**src/rtl/control_fsm.sv**
```systemverilog
// control_fsm: multicycle RV32I control unit with memory wait/timeout and sticky halt/illegal states
module control_fsm #(
    parameter int ENABLE_MEM  = 1,
    parameter int MEM_TIMEOUT = 0,
    parameter int STATE_W     = 3
) (
    input  logic               clk,
    input  logic               reset,
    input  logic [6:0]         opcode,
    input  logic               branch_taken,
    input  logic               mem_ready,
    output logic [STATE_W-1:0] state,
    output logic               ir_load,
    output logic               pc_enable,
    output logic               pc_sel,
    output logic               reg_re1,
    output logic               reg_re2,
    output logic               reg_we,
    output logic [1:0]         wb_sel,
    output logic               alu_sel1,
    output logic               alu_sel2,
    output logic               mem_re,
    output logic               mem_we,
    output logic               halt,
    output logic               illegal,
    output logic               mem_fault
);
    typedef enum logic [2:0] {
        S_FETCH  = 3'd0,
        S_DECODE = 3'd1,
        S_EXEC   = 3'd2,
        S_MEM    = 3'd3,
        S_WB     = 3'd4,
        S_HALT   = 3'd5
    } state_t;

    localparam logic [7:0] LP_LAST = 8'(MEM_TIMEOUT - 1);

    state_t     r_state;
    logic       r_illegal;
    logic       r_fault;
    logic [7:0] r_cnt;

    logic w_op_imm, w_op, w_lui, w_auipc, w_jal, w_jalr, w_branch, w_load, w_store, w_sys;
    logic w_legal, w_mem, w_link, w_timeout;
    logic w_fetch, w_decode, w_exec, w_in_mem, w_wb;

    assign w_op_imm  = opcode == 7'b0010011;
    assign w_op      = opcode == 7'b0110011;
    assign w_lui     = opcode == 7'b0110111;
    assign w_auipc   = opcode == 7'b0010111;
    assign w_jal     = opcode == 7'b1101111;
    assign w_jalr    = opcode == 7'b1100111;
    assign w_branch  = opcode == 7'b1100011;
    assign w_load    = (opcode == 7'b0000011) && (ENABLE_MEM != 0);
    assign w_store   = (opcode == 7'b0100011) && (ENABLE_MEM != 0);
    assign w_sys     = opcode == 7'b1110011;
    assign w_legal   = w_op_imm | w_op | w_lui | w_auipc | w_jal | w_jalr | w_branch | w_load | w_store | w_sys;
    assign w_mem     = w_load | w_store;
    assign w_link    = w_jal | w_jalr;

    assign w_fetch   = r_state == S_FETCH;
    assign w_decode  = r_state == S_DECODE;
    assign w_exec    = r_state == S_EXEC;
    assign w_in_mem  = r_state == S_MEM;
    assign w_wb      = r_state == S_WB;

    // ready in the final allowed cycle beats the timeout
    assign w_timeout = (MEM_TIMEOUT != 0) && w_in_mem && !mem_ready && (r_cnt == LP_LAST);

    // state sequencing, sticky fault flags and MEM wait counter
    always_ff @(posedge clk) begin
        if (reset) begin
            r_state   <= S_FETCH;
            r_illegal <= 1'b0;
            r_fault   <= 1'b0;
            r_cnt     <= 8'd0;
        end else begin
            r_cnt <= (w_in_mem && !mem_ready && !w_timeout) ? r_cnt + 8'd1 : 8'd0;
            case (r_state)
                S_FETCH: r_state <= S_DECODE;
                S_DECODE: begin
                    if (!w_legal) r_illegal <= 1'b1;
                    r_state <= (w_sys || !w_legal) ? S_HALT : S_EXEC;
                end
                S_EXEC: r_state <= w_mem ? S_MEM : w_branch ? S_FETCH : S_WB;
                S_MEM: begin
                    if (w_timeout) r_fault <= 1'b1;
                    r_state <= mem_ready ? (w_load ? S_WB : S_FETCH) : w_timeout ? S_HALT : S_MEM;
                end
                S_WB: r_state <= S_FETCH;
                default: r_state <= S_HALT;
            endcase
        end
    end

    assign state     = STATE_W'(r_state);
    assign ir_load   = w_fetch;
    assign reg_re1   = w_decode;
    assign reg_re2   = w_decode;
    assign alu_sel1  = w_exec & (w_auipc | w_jal | w_branch);
    assign alu_sel2  = w_exec & (w_op_imm | w_lui | w_jalr | w_load | w_store | w_auipc | w_jal | w_branch);
    assign pc_enable = (w_exec & w_branch) | (w_in_mem & w_store & mem_ready) | w_wb;
    assign pc_sel    = (w_exec & w_branch & branch_taken) | (w_wb & w_link);
    assign mem_re    = w_in_mem & w_load;
    assign mem_we    = w_in_mem & w_store;
    assign reg_we    = w_wb;
    assign wb_sel    = !w_wb ? 2'd0 : w_load ? 2'd1 : w_link ? 2'd2 : 2'd0;
    assign halt      = r_state == S_HALT;
    assign illegal   = r_illegal;
    assign mem_fault = r_fault;
endmodule

```
**config.mk**
```make
export PLATFORM = sky130hd
export DESIGN_NAME = control_fsm
export DESIGN_NICKNAME = d
export VERILOG_FILES = /design/src/rtl/control_fsm.sv
export SDC_FILE = /design/constraint.sdc
export NUM_CORES = 1
export LEC_CHECK = 0
export BUFFER_PORTS_ARGS = -buffer_cell sky130_fd_sc_hd__buf_2
export CORE_MARGIN = 8
export CORE_UTILIZATION = 35
export CTS_BUF_LIST = sky130_fd_sc_hd__clkbuf_2 sky130_fd_sc_hd__clkbuf_4 sky130_fd_sc_hd__clkbuf_8
export DETAILED_ROUTE_END_ITERATION = 10
export GPL_ROUTABILITY_DRIVEN = 0
export PLACE_DENSITY = 0.69
export SLEW_MARGIN = 20
export SYNTH_ARGS = -nofsm -noshare
export SYNTH_HDL_FRONTEND = slang
export SYNTH_SLANG_ARGS = --single-unit
```
**constraint.sdc**
```tcl
create_clock -name clk -period 1.5 [get_ports clk]
set_input_delay 0 -clock clk [delete_from_list [all_inputs] [get_ports clk]]
set_output_delay 0 -clock clk [all_outputs]
set_load 0.02 [all_outputs]
```
# After elaboration in Yosys (flattened, before gate mapping)
# Index checks and enable logic that the tools add are counted.
# Widths: inputs -> output; s select.
[word_totals]
elab_cells = 62
output_inout_bits = 18
in_bits = 11
ff_bits = 4
[classes]
n_mux = 9
bitwise = 32
eq_ne = 15
reduce_logical = 4
[ops]
columns = ["op", "count"]
rows = [
  ["$eq 7x7->1 const B", 4],
  ["$or 1x1->1", 23],
  ["$eq 7x6->1 const B", 3],
  ["$mux 3", 5],
  ["$pmux 3 s5", 1],
  ["$eq 7x5->1 const B", 2],
  ["$and 1x1->1", 8],
  ["$eq 7x2->1 const B", 1],
  ["$eq 3x2->1 const B", 2],
  ["$eq 3x3->1 const B", 2],
  ["$mux 2", 3],
  ["$eq 3x1->1 const B", 1],
  ["$logic_not 3->1", 1],
  ["$reduce_and 2->1", 1],
  ["$logic_not 1->1", 1],
  ["$logic_or 1x1->1", 1],
  ["$not 1->1", 1],
]

# Longest topological paths before layout
# Gate-level depths: netlist (run 1).
[depth]
word_depth = 14
depth_mapped = 5
mapped_depth_nobuf = 4

# Worst setup path before layout (run 1)
# OpenSTA, ideal clock, no wires.
[synth_timing]
kind = "reg-to-reg"
start = "register r_state[0], in the netlist state[0]"
end = "register r_state[1], in the netlist state[1]"
path_slack_ns = -0.487
required_ns = 1.414
n_path_buf = 0
setup_time_ns = 0.086
path_stages_with_launch = 5
synth_period_minus_slack_ns = 1.987
arrival_ns = 1.901
path_cell_list = "dfxtp_1 > nor3b_2 > o31a_2 > or4b_4 > a221oi_2"
[synth_between]
elab_chain_cells = 2
elab_cells_between_ends = 6
classes_between = "4 x eq/ne; 1 x mux; 1 x reduce/logical"
[synth_rtl]
columns = ["item", "line_no", "rtl"]
rows = [
  ["from (decl)", "39", "state_t r_state;"],
  ["from (signal assigned)", "84", "r_state <= (w_sys || !w_legal) ? S_HALT : S_EXEC;"],
  ["from (signal assigned)", "86", "S_EXEC: r_state <= w_mem ? S_MEM : w_branch ? S_FETCH : S_WB;"],
  ["from (signal assigned)", "89", "r_state <= mem_ready ? (w_load ? S_WB : S_FETCH) : w_timeout ? S_HALT : S_MEM;"],
  ["$eq 3x1->1", "-", ""],
  ["named net reg_re1", "16", "output logic reg_re1,"],
  ["$pmux 3 s5", "80", "case (r_state)"],
]
# The timed path passes the listed nets, and every way through them passes these cells.
# A chain may end at the register's enable or synchronous reset.

# Final worst setup path (run 1)
[layout_timing]
start = "register r_state[1], in the netlist state[1]"
end = "output pc_sel"
[layout_between]
elab_chain_cells = 4
elab_cells_between_ends = 6
classes_between = "2 x eq/ne; 4 x bitwise"
[layout_rtl]
columns = ["item", "line_no", "rtl"]
rows = [
  ["$eq 3x2->1", "64", "assign w_exec = r_state == S_EXEC;"],
  ["$and 1x1->1 (2 in a row)", "104", "assign pc_sel = (w_exec & w_branch & branch_taken) | (w_wb & w_link);"],
  ["$or 1x1->1 *", "104", ""],
  ["to (decl)", "15", "output logic pc_sel,"],
]
# Mark *: on every way between the ends. The rest lies on a longest branch, timed or not.

==> impl_metrics.csv, run 1 <==
group,metric,value,unit
die,die_area,2865,µm²
die,die_w,53.53,µm
worst_setup_path,slowest_stage,"dfxtp_2",
die,rows,13,
layout,utilization,65.29,%
global_route,grt_pass1_wl,2773,µm
clocking,tritoncts,"yes",
power_and_ir_drop,p_int,340.9,µW
worst_setup_path,start_kind,"register",
worst_setup_path,path_class,"register to output pin",
clocking,clk_pin_slew_worst_paths,0.04,ns
timing,rsz0062_at_grt,"true",
power_and_ir_drop,power_density,618.2,nW/µm²
synth,ys_ff_latch,4,
worst_setup_path,worstSetupEndpointType,"output pin",
synth,yosysUniqueCellTypes,38,
timing,setup_slack,-0.01848,ns
power_and_ir_drop,swShare,35.09,%
synth,synth.cell_area,493.0,µm²
synth,synth_top_area_cell,"dfxtp_1",
layout,antennaDiodeCount,0,
drt,drc,0,
drt,via_per_inst,5.374,
clocking,htreeDepth,1,
worst_setup_path,required,1.50,ns
status,status,"finished with violations",
clocking,clk_latency,0.24,ns
timing,setup_viol,2,
timing,fmax,658.6,MHz
timing,hold_viol,0,
power_and_ir_drop,ir_drop,260.7,µV
timing,post-route-min-period,1.518,ns
placed_design,place_ws,0.03143,ns
clocking,clock-root-buffer,"clkbuf_4",
global_route,grt_pass1_vias,687,
global_route,grt_max_degree,10,
worst_setup_path,critPathMaxStageDelay,0.33,ns
worst_setup_path,path_cells,"buf_6 > or2_1 > nor2_2 > and4_4 > a21o_1 > buf_6",
power_and_ir_drop,power_frac_clock,31.3,%
placed_design,place_hpwl,1423,µm
die,core,1301,µm²
worst_setup_path,cp_max_fo,5,
drt,drtPass1Iterations,4,
placed_design,io_buffer_count,27,
global_route,antenna_found_initial,0,
synth,netlist_top_cells_area,"dfxtp_1 16%, nand3b_4 4.1%, a31oi_1 3.8%",
layout,n_fill_cell,120,
global_route,track_usage,12.46,%
layout,fin_nets,120,
worst_setup_path,cp.arrival,1.52,ns
synth,avgSynthCellArea,7.469,µm²
synth,synthCells,66,
die,fp.dieH,53.53,µm
clocking,cts_sinks,4,
flow_run,max_cap_violations,0,
drt,drtIter0Drc,6,
synth,syn_nets,77,
drt,vias,661,
clocking,clockBufferDepth,2,
layout,multi_input_area,425.4,µm²
power_and_ir_drop,leakagePower,0.0004230,µW
status,violations,"negative setup slack",
worst_setup_path,crit_top_cell,"buf_6",
synth,yosys_warnings,0,
timing,fin_crit_sh,101.2,%
global_route,grt-ovfl-total,0,
drt,postRouteAntennaNets,0,
drt,post_drt_wl_per_cell,14.71,µm
drt,wl,1809,µm
synth,synth_top_area_share,16.24,%
hold_path,hp-class,"input pin to register",
timing,drv_slew,0,
timing,skew,0.007101,ns
clocking,cts_made_buffers,3,
power_and_ir_drop,combPwrFrac,45.1,%
layout,ff_latch_area,86.33,µm²
synth,yosysSeqAreaShare,16.24,%
layout,drive_above_1_share,56.48,%
power_and_ir_drop,sequentialPowerShare,23.6,%
layout,syn2layout_area_growth,72.33,%
power_and_ir_drop,power.switching,184.3,µW
die,initial_core_util,37.88,%
die,io_pins,29,
[worst max-delay path, delay by kind of cell (launching register included)]
kind	cells	cell delay, ns
flip-flops	1	0.33
AO/OA/AOI/OAI	1	0.10
buffers and inverters	2	0.23
AND/OR/NAND/NOR	3	0.61
[power groups by stage]
stage / Combinational (µW) / Sequential, µW / Clock [µW]
after floorplan: 103 / 143 / 0
after global placement: 212 / 124 / 0
after detailed placement: 216 / 125 / 0
after CTS: 228 / 124 / 171
after global routing: 255 / 124 / 176
final: 237 / 124 / 164
[flip-flops by register name, indices dropped and copies added, names as in the netlist]
name / cells
illegal: 1
state: 3
[timing repair]
item                       in CTS  in global routing
gates resized for setup        12                  5
gates cloned                    0                  0
hold endpoints to repair        3                  0
pin swaps                       3                  2
setup endpoints to repair       5                  7
setup buffers                   0                  1
hold buffers                    1                  0
[cell type report]
class | count | share of cell area, %
Inverter | 5 | 2.209
Multi-Input combinational cell | 54 | 50.07
Sequential cell | 4 | 10.16
Timing Repair Buffer | 41 | 31.81
Clock buffer | 4 | 3.535
Tap cell | 15 | 2.209
[metrics by stage]
stage               instance area [µm²]  power, µW  instances  hold slack [ns]  setup TNS, ns
global route                      849.6      555.6        123           0.1695        -0.3330
detailed placement                744.5      340.3        117           0.2164              0
finish                            849.6      525.2        123           0.1534       -0.03228
global placement                  744.5      336.0        117           0.2120              0
CTS                               824.5      522.6        122           0.1500       -0.06945
floorplan                         520.5      246.6         66          0.03933        -0.5151
[final timing paths]
kind | end | slack, ns | cells after the start | startpoint
setup reg to reg | state[1] | 0.01 | 4 | state[0]
hold / removal | state[2] | 0.15 | 4 | mem_ready
setup / recovery | pc_sel | -0.02 | 6 | state[1]
hold reg to reg | illegal | 0.44 | 2 | illegal
[cell usage after synthesis, drive strengths merged]
cell type  instances
inv                5
nor2               5
dfxtp              4
nand2              4
a21oi              3
a31oi              3
buf                3
nand2b             3
nand3              3
and3               2
nand3b             2
nor3               2
nor3b              2
o21ai              2
o31ai              2
or2                2
a211o              1
a21boi             1
a21o               1
a221oi             1
and2               1
and3b              1
and4               1
and4bb             1
conb               1
nor2b              1
nor4b              1
o211a              1
o21bai             1
o31a               1
o41ai              1
or2b               1
or3                1
or4                1
or4b               1
[logic make-up after synthesis]
kind of cell / Yosys count / share of synthesized area [%]
simple gates: 35 / 47.97
flops: 4 / 16.24
buf+inv: 8 / 7.867
compound gates: 18 / 27.16
other cells: 1 / 0.7607
[layout by cell type (no fill, tap or decap), types with 2 or more instances in the layout]
cell / count
buf_2: 22
buf_4: 14
inv_1: 5
nand2_1: 4
clkbuf_4: 4
buf_6: 4
nor2_1: 3
a21oi_1: 3
nand2b_1: 3
a31oi_1: 3
or2_1: 2
nor2_2: 2
nand3_1: 2
o21ai_0: 2
o31ai_1: 2
dfxtp_2: 2
[metal layers]
| metal | track usage, % | part of all wire (%) |
|---|---|---|
| met5 | 0 | 0 |
| met4 | 3.782 | 0 |
| met3 | 2.479 | 7.1 |
| met2 | 22.66 | 49 |
| met1 | 14.24 | 44 |
Note: power is estimated with default switching activity, not from simulation.
==> inputs of run 2 (changes only) <==
--- a/config.mk
+++ b/config.mk
@@ -12,7 +12,7 @@
 export DETAILED_ROUTE_END_ITERATION = 10
 export GPL_ROUTABILITY_DRIVEN = 0
 export PLACE_DENSITY = 0.69
-export SLEW_MARGIN = 20
+export SKIP_CTS_REPAIR_TIMING = 1
 export SYNTH_ARGS = -nofsm -noshare
 export SYNTH_HDL_FRONTEND = slang
 export SYNTH_SLANG_ARGS = --single-unit
==> run 2 against run 1 <==
The run still ends with negative setup slack left. Critical path depth is the same. Sequential cell count unchanged. Sequential power barely moved. Sequential share of layout area is the same. Routed wire length increased by 2.0%. Total power shrank 0.22%. Core utilization unchanged. Die area unchanged. Clock power barely moved. Clock skew barely moved. Final cell count increased by 0.81%. Largest cell class unchanged.
==> impl_metrics.csv, run 2 (synthesis gave the netlist of run 1 again) <==
group,metric,value,unit
drt,postRouteAntennaNets,0,
worst_setup_path,cp.arrival,1.58,ns
die,initial_core_util,37.88,%
drt,via_per_inst,5.468,
layout,n_fill_cell,118,
layout,drive_above_1_share,56.88,%
status,violations,"negative setup slack",
die,die_area,2865,µm²
timing,fin_crit_sh,105.3,%
clocking,tritoncts,"yes",
global_route,grt-ovfl-total,0,
worst_setup_path,slowest_stage,"dfxtp_4",
timing,fmax,633.0,MHz
layout,fin_area,849.6,µm²
power_and_ir_drop,ir_drop,262.3,µV
worst_setup_path,critPathLaunch,"state[0]",
drt,drtPass1Iterations,4,
status,status,"finished with violations",
power_and_ir_drop,leakagePower,0.0004263,µW
placed_design,place_hpwl,1423,µm
worst_setup_path,path_cells,"buf_4 > or2_1 > nor2_2 > and4_4 > a21o_1 > buf_4",
drt,drc,0,
worst_setup_path,start_kind,"register",
layout,antennaDiodeCount,0,
layout,final-instance-count-excl-fill,124,
die,die_w,53.53,µm
drt,drtIter0Drc,9,
layout,fin_nets,121,
worst_setup_path,path_class,"register to output pin",
worst_setup_path,critPathMaxStageDelay,0.33,ns
global_route,grt_max_degree,10,
timing,skew,0.007026,ns
clocking,clk_latency,0.24,ns
worst_setup_path,cp_top_family,"simple AND/OR/NAND/NOR gates",
flow_run,max_cap_violations,0,
power_and_ir_drop,total_power,524.0,µW
power_and_ir_drop,power_density,616.8,nW/µm²
die,io_pins,29,
timing,setup_slack,-0.07983,ns
timing,setup_viol,4,
global_route,antenna_found_initial,0,
timing,tns,-0.1266,ns
hold_path,min-delay-start,"mem_ready",
placed_design,dp_cells,117,
clocking,htreeDepth,1,
drt,vias,678,
layout,mostFrequentLayoutCells,"22 x buf_2, 17 x buf_4, 5 x inv_1",
die,rows,13,
timing,drv_slew,0,
placed_design,place_area,744.5,µm²
global_route,track_usage,11.96,%
worst_setup_path,cp_max_fo,9,
worst_setup_path,r2r-start,"state[1]",
die,core,1301,µm²
placed_design,io_buffer_count,27,
layout,multi_input_area,425.4,µm²
global_route,grt_pass1_vias,658,
layout,layout_commonest_cell,"buf_2",
layout,largest_register_ffs,3,
drt,wl,1846,µm
clocking,cts_made_buffers,3,
layout,syn2layout_area_growth,72.33,%
clocking,clockBufferDepth,2,
timing,rsz0062_at_grt,"true",
die,fp.dieH,53.53,µm
clocking,clock-root-buffer,"clkbuf_4",
global_route,grt_pass1_wl,2656,µm
worst_setup_path,crit_top_cell,"buf_4",
worst_setup_path,required,1.50,ns
clocking,clk_pin_slew_worst_paths,0.04,ns
timing,hold_viol,0,
layout,utilization,65.29,%
drt,post_drt_wl_per_cell,14.89,µm
hold_path,hp-class,"input pin to register",
layout,ff_latch_area,86.33,µm²
worst_setup_path,worstSetupEndpointType,"output pin",
worst_setup_path,crit_buf_inv,2,
clocking,cts_sinks,4,
timing,post-route-min-period,1.580,ns
==> run 2: worst paths after layout <==
path	end	depth (start not counted)	slack, ns
worst max register to register	state[1]	4	0
worst max-delay path	pc_sel	6	-0.08
worst min register to register	illegal	2	0.44
worst min-delay path	state[2]	4	0.15
==> run 2: per-stage QoR <==
stage	setup WS [ns]	hold WS (ns)
floorplan	-0.2085	0.03933
global placement	0.07345	0.2120
detailed placement	0.03143	0.2164
CTS	-0.1475	-0.03740
global route	-0.1426	0.1686
finish	-0.07983	0.1511
==> run 2: layer usage <==
metal / vias to the layer above / routed length, µm / share of wire [%] / global-route usage, %
met1: 310 / 827 / 45 / 13.93
li1: 331 / - / - / -
met3: 2 / 134 / 7.3 / 2.479
met2: 35 / 876 / 47 / 21.29
met5: - / 0 / 0 / 0
met4: 0 / 8 / 0.43 / 3.782
==> run 2: report_power, final <==
group	internal, µW	total [µW]	switching [µW]
Combinational	104	236	133
Clock	118	165	47.1
Sequential	117	123	5.78
Total	339	524	185
==> run 2: layout make-up <==
| cell class | instances | area share [%] |
|---|---|---|
| clock buffers | 4 | 3.535 |
| inverters | 5 | 2.209 |
| multi-input cells | 54 | 50.07 |
| flip-flops and latches | 4 | 10.16 |
| well taps | 15 | 2.209 |
| repair buffers | 42 | 31.81 |
==> run 2: worst reg2reg max path: stages, from the launching register on <==
cell and delay [ns]:
dfxtp_2 0.33, nor3b_4 0.21, o31a_2 0.18, or4b_4 0.47, a221oi_2 0.22
